===== src/rtl/layer_argmax_16.sv =====
// Streaming argmax over M signed words per vector; one registered result beat
// per vector with first-index-wins tie breaking.
module layer_argmax_16 #(
  parameter int M    = 16,
  parameter int T    = 16,
  parameter int LOGM = $clog2(M)
) (
  input  logic            clk,
  input  logic            reset,
  input  logic            s_valid,
  output logic            s_ready,
  input  logic [T-1:0]    data_in,
  output logic            m_valid,
  input  logic            m_ready,
  output logic [LOGM-1:0] idx_out,
  output logic [T-1:0]    max_out
);

  typedef enum logic {ACC, OUT} state_t;

  state_t          state_q;
  logic [LOGM:0]   cnt_q;
  logic [T-1:0]    max_q;
  logic [LOGM-1:0] idx_q;

  logic            accept;
  logic            lastWord;
  logic            takeNew;
  logic [T-1:0]    max_d;
  logic [LOGM-1:0] idx_d;

  assign m_valid  = (state_q == OUT);
  assign s_ready  = reset && (!m_valid || m_ready);
  assign accept   = s_valid && s_ready;
  assign lastWord = (cnt_q == (LOGM+1)'(M-1));

  // Word 0 always loads; later words must be strictly greater so ties keep the earlier index.
  assign takeNew = (cnt_q == '0) || ($signed(data_in) > $signed(max_q));

  always_comb begin
    max_d = max_q;
    idx_d = idx_q;
    if (takeNew) begin
      max_d = data_in;
      idx_d = cnt_q[LOGM-1:0];
    end
  end

  always_ff @(posedge clk or negedge reset) begin
    if (!reset) begin
      state_q <= ACC;
      cnt_q   <= '0;
      max_q   <= '0;
      idx_q   <= '0;
      idx_out <= '0;
      max_out <= '0;
    end else begin
      if (accept) begin
        max_q <= max_d;
        idx_q <= idx_d;
        cnt_q <= lastWord ? '0 : cnt_q + (LOGM+1)'(1);
      end
      // A completing word may land on the same edge the previous result drains.
      if (accept && lastWord) begin
        state_q <= OUT;
        idx_out <= idx_d;
        max_out <= max_d;
      end else if (m_valid && m_ready) begin
        state_q <= ACC;
      end
    end
  end

endmodule


===== config.mk =====
export PLATFORM = sky130hd
export DESIGN_NAME = layer_argmax_16
export DESIGN_NICKNAME = d
export VERILOG_FILES = /design/src/rtl/layer_argmax_16.sv
export SDC_FILE = /design/constraint.sdc
export NUM_CORES = 1
export LEC_CHECK = 0
export CAP_MARGIN = 40
export CORE_ASPECT_RATIO = 1.2
export CORE_MARGIN = 1
export CORE_UTILIZATION = 52
export DETAILED_ROUTE_END_ITERATION = 7
export PLACE_DENSITY = 0.78
export SETUP_SLACK_MARGIN = 0.4
export SYNTH_ARGS = -nofsm -noshare
export SYNTH_HDL_FRONTEND = slang
export SYNTH_SLANG_ARGS = --single-unit

===== constraint.sdc =====
create_clock -name clk -period 6.6 [get_ports clk]
set_clock_uncertainty 0.2 [all_clocks]
set_input_delay 1.32 -clock clk [delete_from_list [all_inputs] [get_ports clk]]
set_output_delay 1.32 -clock clk [all_outputs]
set_load 0.01 [all_outputs]

# After elaboration in Yosys (flattened, before gate mapping)
# Cells that the tools add are included.
[classes]
addsub = 1
order_cmp = 1
eq_ne = 1
muxes = 5
reduce_logical = 9
[op_table]
columns = ["operator", "count"]
rows = [
  ["$gt 16x16->1", 1],
  ["$mux 16", 1],
  ["$add 5x1->5 const B", 1],
  ["$eq 5x4->1 const B", 1],
  ["$logic_not 5->1", 1],
  ["$mux 5", 1],
  ["$logic_and 1x1->1", 4],
  ["$mux 4", 1],
  ["$logic_or 1x1->1", 2],
  ["$mux 1", 2],
  ["$reduce_bool 2->1", 1],
  ["$logic_not 1->1", 1],
]
[totals]
ff_bits = 46
word_cells = 23

# Depth between registers and ports, before layout
# Gate-level depths: netlist (run 1).
[logic_depth]
depth_word = 6
depth_mapped = 10
ltp_nobuf = 8

# Least setup slack after synthesis (run 1)
# Ideal clock, no wire load.
[synth_path]
path_type = "in2reg"
from = "in data_in[15]"
to = "reg idx_q[0]"
arrival_ns = 3.210
required_ns = 6.273
slack_ns = 3.062
cell_stages = 8
path_buffers = 1
cell_sequence = "ha_1 nand4_2 or4_1 a21oi_1 a21o_2 o22a_1 buf_6 mux2_1"
[synth_between]
elab_chain_cells = 3
[synth_rtl]
columns = ["item", "line", "text"]
rows = [
  ["from (decl)", "12", "input logic [T-1:0] data_in,"],
  ["$gt 16x16->1", "38", "assign takeNew = (cnt_q == '0) || ($signed(data_in) > $signed(max_q));"],
  ["$logic_or 1x1->1", "38", ""],
  ["$mux 4", "43", "if (takeNew) begin"],
  ["to (signal assigned)", "60", "idx_q <= idx_d;"],
  ["to (decl)", "24", "logic [LOGM-1:0] idx_q;"],
]
# No other way between the ends.
# A chain may end at the register's enable or synchronous reset.

# Worst setup path after layout (run 1)
[layout_path]
from = "in data_in[0]"
to = "reg max_q[0]"
[layout_between]
elab_chain_cells = 3
[layout_rtl]
columns = ["item", "line", "text"]
rows = [
  ["$gt 16x16->1", "38", ""],
  ["$logic_or 1x1->1", "38", ""],
  ["$mux 16 *", "43", ""],
  ["to (signal assigned)", "59", "max_q <= max_d;"],
  ["to (decl)", "23", "logic [T-1:0] max_q;"],
]
# Every way passes the cells marked *; elsewhere a longest branch is shown, timed or not.

==> run metrics, run 1 <==
Mapped Cells=around 290; Post-DP HPWL=3.848 mm; gr ovfl total=0; Post-Syn Area per Cell=9.445 um2; Die H=80.96 um; Worst Hold Class=register to register; Inserted Clock Buffers=5; Core ar.=0.004975 mm2; postcts setup bufs=0; setup ws final=1.784 ns; post-route setup TNS=0 ns; final period utilization=0.7297; Clock Sinks=46; number of global-route vias before repair=2190; Worst EP arrival=4.80 ns; routability congestion estimate=0.8332; DRT Pass-1 Iters=4; worst path required time=6.59 ns; status=finished clean; CP Launch Type=input port; Slew Limit Fails=0; DRC Markers=0; flops & latches, synth=46; Tmin final=a little under 5 ns; syn nets=324; worst vdd ir=0.2344 mV; Clk pin slew, worst setup/hold paths=0.09 ns; CP max FO=20; # nets final=361; largest net degree at the start of global routing=49; Rel. slew slack=0.4026; hold_buf cts=0; first-pass GRT wire length=9.722 mm; Place WS=approximately 1.5 ns; die footprint=approximately 0.0055 mm2; share of post-route cells with drive strength above 1=0.06173; clk buf depth=2; RSZ-0062 raised after global routing=no; crit path kind=input port to register; synthesized area=0.002701 mm2; most frequent cells in the layout=dfrtp_1 (46), clkdlybuf4s50_1 (40), inv_1 (34), nand2_1 (30), nor2_1 (24); PortBufs=41; Worst Setup End Kind=register; Starting Density=0.5430; Slew @ Worst Pin=0.8887 ns; Placement Cell Area=0.003141 mm2; max_cap viols=0; total power=0.001474 W; Final Hold Fails=0; cell row count=28; htree depth=2; DIE WIDTH=67.80 um; Clock Latency Late Sink=0.30 ns; Antenna Cells=0; most common cell after layout, fill and taps aside=dfrtp_1; Post-synth EDFFs=0; Max Fclk=207.6 MHz; WL/cell=14.75 um; post-synth cell types=36; via/cell ratio=5.698; via count=2188; Final setup viols=0; aggregate global-route resource usage=0.2347; CTS resizes=0; fin util=0.6590; Post-Route WL=5.664 mm; CTS tree=built; Seq/Total Area, Yosys=0.4261; Area growth syn-to-layout=21.35%; Synth Warn #=0; antenna viol nets, final=0; I/O pins=42; clk root buf=clkbuf_8; Power Dens Cells=449.5 mW/mm2; Async S/R FF share, synth=1.000; Primary FF master, synth=dfrtp_1; Finished Cell Area=approximately 0.0033 mm2; initial antenna violation count=0; initial DRC count=between 100 and 150; fillers=406; leakage power=1.578 nW
==> cell families after synthesis <==
logic type      after synthesis  synth area share
fa+ha+maj                    18           0.08337
flops                        46            0.4261
mux                          20           0.07642
simple gates                 73            0.1237
compound gates               76            0.1987
buf+inv                      52           0.08846
xor+xnor                      1          0.003243
==> worst paths after layout <==
check / depth (start not counted) / slack, ns / end / from
min reg2reg: 1 / 0.30 / idx_q[0] / idx_q[0]
max reg2reg: 9 / 2.89 / max_q[0] / max_q[15]
min in group asynchronous: 2 / 0.91 / m_valid / reset
max in group asynchronous: 2 / 4.88 / max_out[11] / reset
max: 10 / 1.78 / max_q[0] / data_in[0]
min: 1 / 0.30 / idx_q[0] / idx_q[0]
==> registers in the layout, indices dropped and copies added (netlist names) <==
register / count
max_q: 16
m_valid: 1
idx_out: 4
idx_q: 4
cnt_q: 5
max_out: 16
==> metal layers <==
metal,vias to the layer above,global-route usage,share of wire
met2,47,0.4119,0.50
met4,0,0.06250,0.0092
met1,1049,0.2913,0.46
met5,-,0,0
met3,5,0.04213,0.036
li1,1087,-,-
==> cell usage after synthesis (5+ instances only) <==
library cell,n,area share
a21oi_1,10,0.019
mux2i_1,15,0.056
nand2_1,30,0.042
buf_2,5,0.0093
o211ai_1,18,0.050
nor2_1,24,0.033
o22a_1,19,0.062
dfrtp_1,46,0.43
ha_1,18,0.083
mux2_1,5,0.021
inv_1,34,0.047
clkbuf_1,6,0.0083
o21ai_0,5,0.0093
a31oi_1,18,0.042
==> metrics by stage <==
stage	cells	hold WS, ns
after detailed placement	376	0.2817
after floorplan	286	0.2645
after global placement	376	0.2745
after global routing	384	0.3196
final	384	0.3023
after CTS	384	0.3023
==> final cells by class <==
class / instances / area [um2] / share of cell area
timing repair buffer: 48 / 457.9 / 0.1397
clock buffer: 5 / 68.82 / 0.02099
inverter: 34 / 127.6 / 0.03893
tap: 60 / 75.07 / 0.02290
sequential: 46 / 1151 / 0.3511
multi-input combinational: 188 / 1329 / 0.4053
clock inverter: 3 / 68.82 / 0.02099
==> worst max-delay path: stages <==
cell and delay [ns]:
clkdlybuf4s50_1 0.52, inv_1 0.08, ha_1 0.27, nand4_1 0.13, or4_1 0.90, a21oi_1 0.27, a21o_2 0.13, o22a_1 0.52
buf_4 0.33, mux2_1 0.34
==> power breakdown <==
part / internal (W) / switching, W / total, W
combinational: 0.000358 / 0.000378 / 0.000736
clock: 0.000152 / 0.0000981 / 0.000250
sequential: 0.000412 / 0.0000750 / 0.000488
total: 0.000922 / 0.000551 / 0.00147
Power figures use the tool's default switching activity.
==> run 2, diff against run 1 <==
CORE_UTILIZATION = 49   (was 52)
PLACE_DENSITY = 0.77   (was 0.78)
clock period = 4 ns   (was 6.6 ns; I/O delays follow)
==> run 2 against run 1 <==
Compared with the run above: cell count rose by 1.3%; global-route usage shrank 2.3 points; first-iteration DRC count fell by 7.4%; setup slack worse by 1.2 ns; via count is 0.41% higher; utilization is 4.1 points lower; register-to-register slack got worse by 1.7 ns; critical path depth is the same; routed wire length increased by 1.8%; combinational power grew 67%; critical endpoint is now idx_q[1]; largest cell class unchanged.
==> run metrics, run 2 (synthesis results as in run 1) <==
Worst EP arrival=3.40 ns (-1.40 ns); Final setup viols=0 (unchanged); fin util=0.6183 (-0.04063); Max Fclk=292.2 MHz; CP max FO=19 (-5.0%); clk root buf=clkbuf_8; CP peak stage delay=0.57 ns (-0.33 ns); DRC Markers=0 (unchanged); largest net degree at the start of global routing=48 (-2.0%); initial DRC count=126 (-7.4%); Power Dens Cells=727.3 mW/mm2 (+62%); crit-path cells=clkdlybuf4s50_1 > inv_1 > ha_1 > nand4_1 > or4_1 > buf_4 > nand2_1 > o22a_1 > buf_6 > mux2_1; Clock Sinks=46 (unchanged); hold slack=0.3043 ns (+0.002068 ns); reg2reg setup slack=1.22 ns (-1.67 ns); Final Hold Fails=0 (unchanged); max_cap viols=0 (unchanged); Worst Hold Launch=idx_q[2]; slowest CP cell=or4_1; Tmin final=~3.4 ns; reg2reg start=max_q[3]; initial antenna violation count=0 (unchanged); PortBufs=41 (unchanged); reg2reg end=idx_q[1]; gr ovfl total=0 (unchanged); leakage power=1.576 nW (about the same); most frequent cells in the layout=dfrtp_1 (46), clkdlybuf4s50_1 (40), inv_1 (34), nand2_1 (30), nor2_1 (24); Reg2Reg Depth=9 (unchanged); CP Launch Type=input port; Top Registers=max_out: 16 flops, max_q: 16 flops, cnt_q: 5 flops; Slew Limit Fails=0 (unchanged); post-route setup TNS=0 ns (unchanged); htree depth=2 (unchanged); Worst Setup End Kind=register; Antenna Cells=0 (unchanged); Clock Latency Late Sink=0.29 ns (about the same); Post-Route WL=5.768 mm (+1.8%); CTS tree=built; via count=2197 (+0.41%); status=finished clean; Post-DP HPWL=3.995 mm (+3.8%); worst vdd ir=0.3701 mV (+58%); Hold Path Cell Cnt=1 (unchanged); share of post-route cells with drive strength above 1=0.06422 (+0.002492); DRT Pass-1 Iters=4 (unchanged); aggregate global-route resource usage=0.2121 (-0.02257); cell row count=29 (+3.6%); Starting Density=0.5099 (-0.03309); Slew @ Worst Pin=0.6177 ns (-0.2710 ns); crit path kind=input port to register; # nets final=364 (+0.83%); worst path required time=3.98 ns (-2.61 ns); final period utilization=0.8557; Die H=83.34 um (+2.9%); DIE WIDTH=69.78 um (+2.9%); Area growth syn-to-layout=21.26% (about the same); first-pass GRT wire length=10.07 mm (+3.6%); antenna viol nets, final=0 (unchanged); Worst Hold Class=register to register; Rel. slew slack=0.5848 (+0.1822); most common cell after layout, fill and taps aside=dfrtp_1; Inserted Clock Buffers=5 (unchanged); Clk pin slew, worst setup/hold paths=0.09 ns (about the same); I/O pins=42 (unchanged); via/cell ratio=5.648 (-0.88%); Worst Hold End=idx_q[2]; Core ar.=0.005298 mm2 (+6.5%); routability congestion estimate=0.8521 (+2.3%); WL/cell=14.83 um (+0.53%); clk buf depth=2 (unchanged); RSZ-0062 raised after global routing=no; die footprint=0.005815 mm2 (+6.0%); number of global-route vias before repair=2179 (-0.50%)
## run 2: changes by cell type in the layout (fill, tap and decap cells not counted), sizes merged
cell,before,now
buf,8,11
bufinv,2,1
clkbuf,5,7
clkinv,1,0
## run 2: per-layer routing
metal | global-route usage | vias up | share of wire
met4 | 0.06000 | 0 | 0.0092
met1 | 0.2898 | 1064 | 0.48
li1 | - | 1089 | -
met2 | 0.3470 | 40 | 0.49
met5 | 0 | - | 0
met3 | 0.03519 | 4 | 0.028
## run 2: report_power, final
part           internal (W)  switching (W)
Clock              0.000187       0.000155
Combinational      0.000601       0.000633
Sequential         0.000681       0.000126
## run 2: worst max-delay path by stage
stage / startpoint / to / slack (ns) / cells past startpoint
detailed placement: data_in[0] / idx_q[1] / 0.21 / 10
global placement: data_in[0] / idx_q[2] / 0.31 / 10
finish: data_in[0] / idx_q[1] / 0.58 / 10
floorplan: data_in[15] / idx_q[0] / 0.98 / 8
global route: data_in[0] / idx_q[1] / 0.43 / 10
CTS: data_in[0] / idx_q[1] / 0.52 / 10
## run 2: layout make-up
class,instances,area (um2)
Clock buffer,7,76.32
Clock inverter,1,30.03
Fill cell,478,2022
Inverter,34,127.6
Multi-Input combinational cell,188,1329
Sequential cell,46,1151
Tap cell,62,77.57
Timing Repair Buffer,51,484.2
## run 2: worst max-delay path, delay by kind of cell
kind | cells | cell delay, ns
buf+inv | 4 | 1.00
compound gates | 1 | 0.17
mux | 1 | 0.35
simple gates | 3 | 0.81
fa+ha+maj | 1 | 0.28
## run 2: metrics by stage
stage,setup slack (ns),cell area [um2],std cells,total power [W]
2_1_floorplan,0.9825,2701,286,0.001652
3_5_place_dp,0.2063,3166,381,0.002046
5_1_grt,0.4313,3276,389,0.002582
6_report,0.5773,3276,389,0.002383
4_1_cts,0.5202,3272,389,0.002400
3_3_place_gp,0.3140,3166,381,0.002010
## run 2: timing repair
action | 4_1_cts | 5_1_grt
hold buffers | 0 | 0
endpoints found under the setup margin | 0 | 1
endpoints found under the hold margin | 0 | 0
resized for setup | 0 | 1
setup buffers | 0 | 0
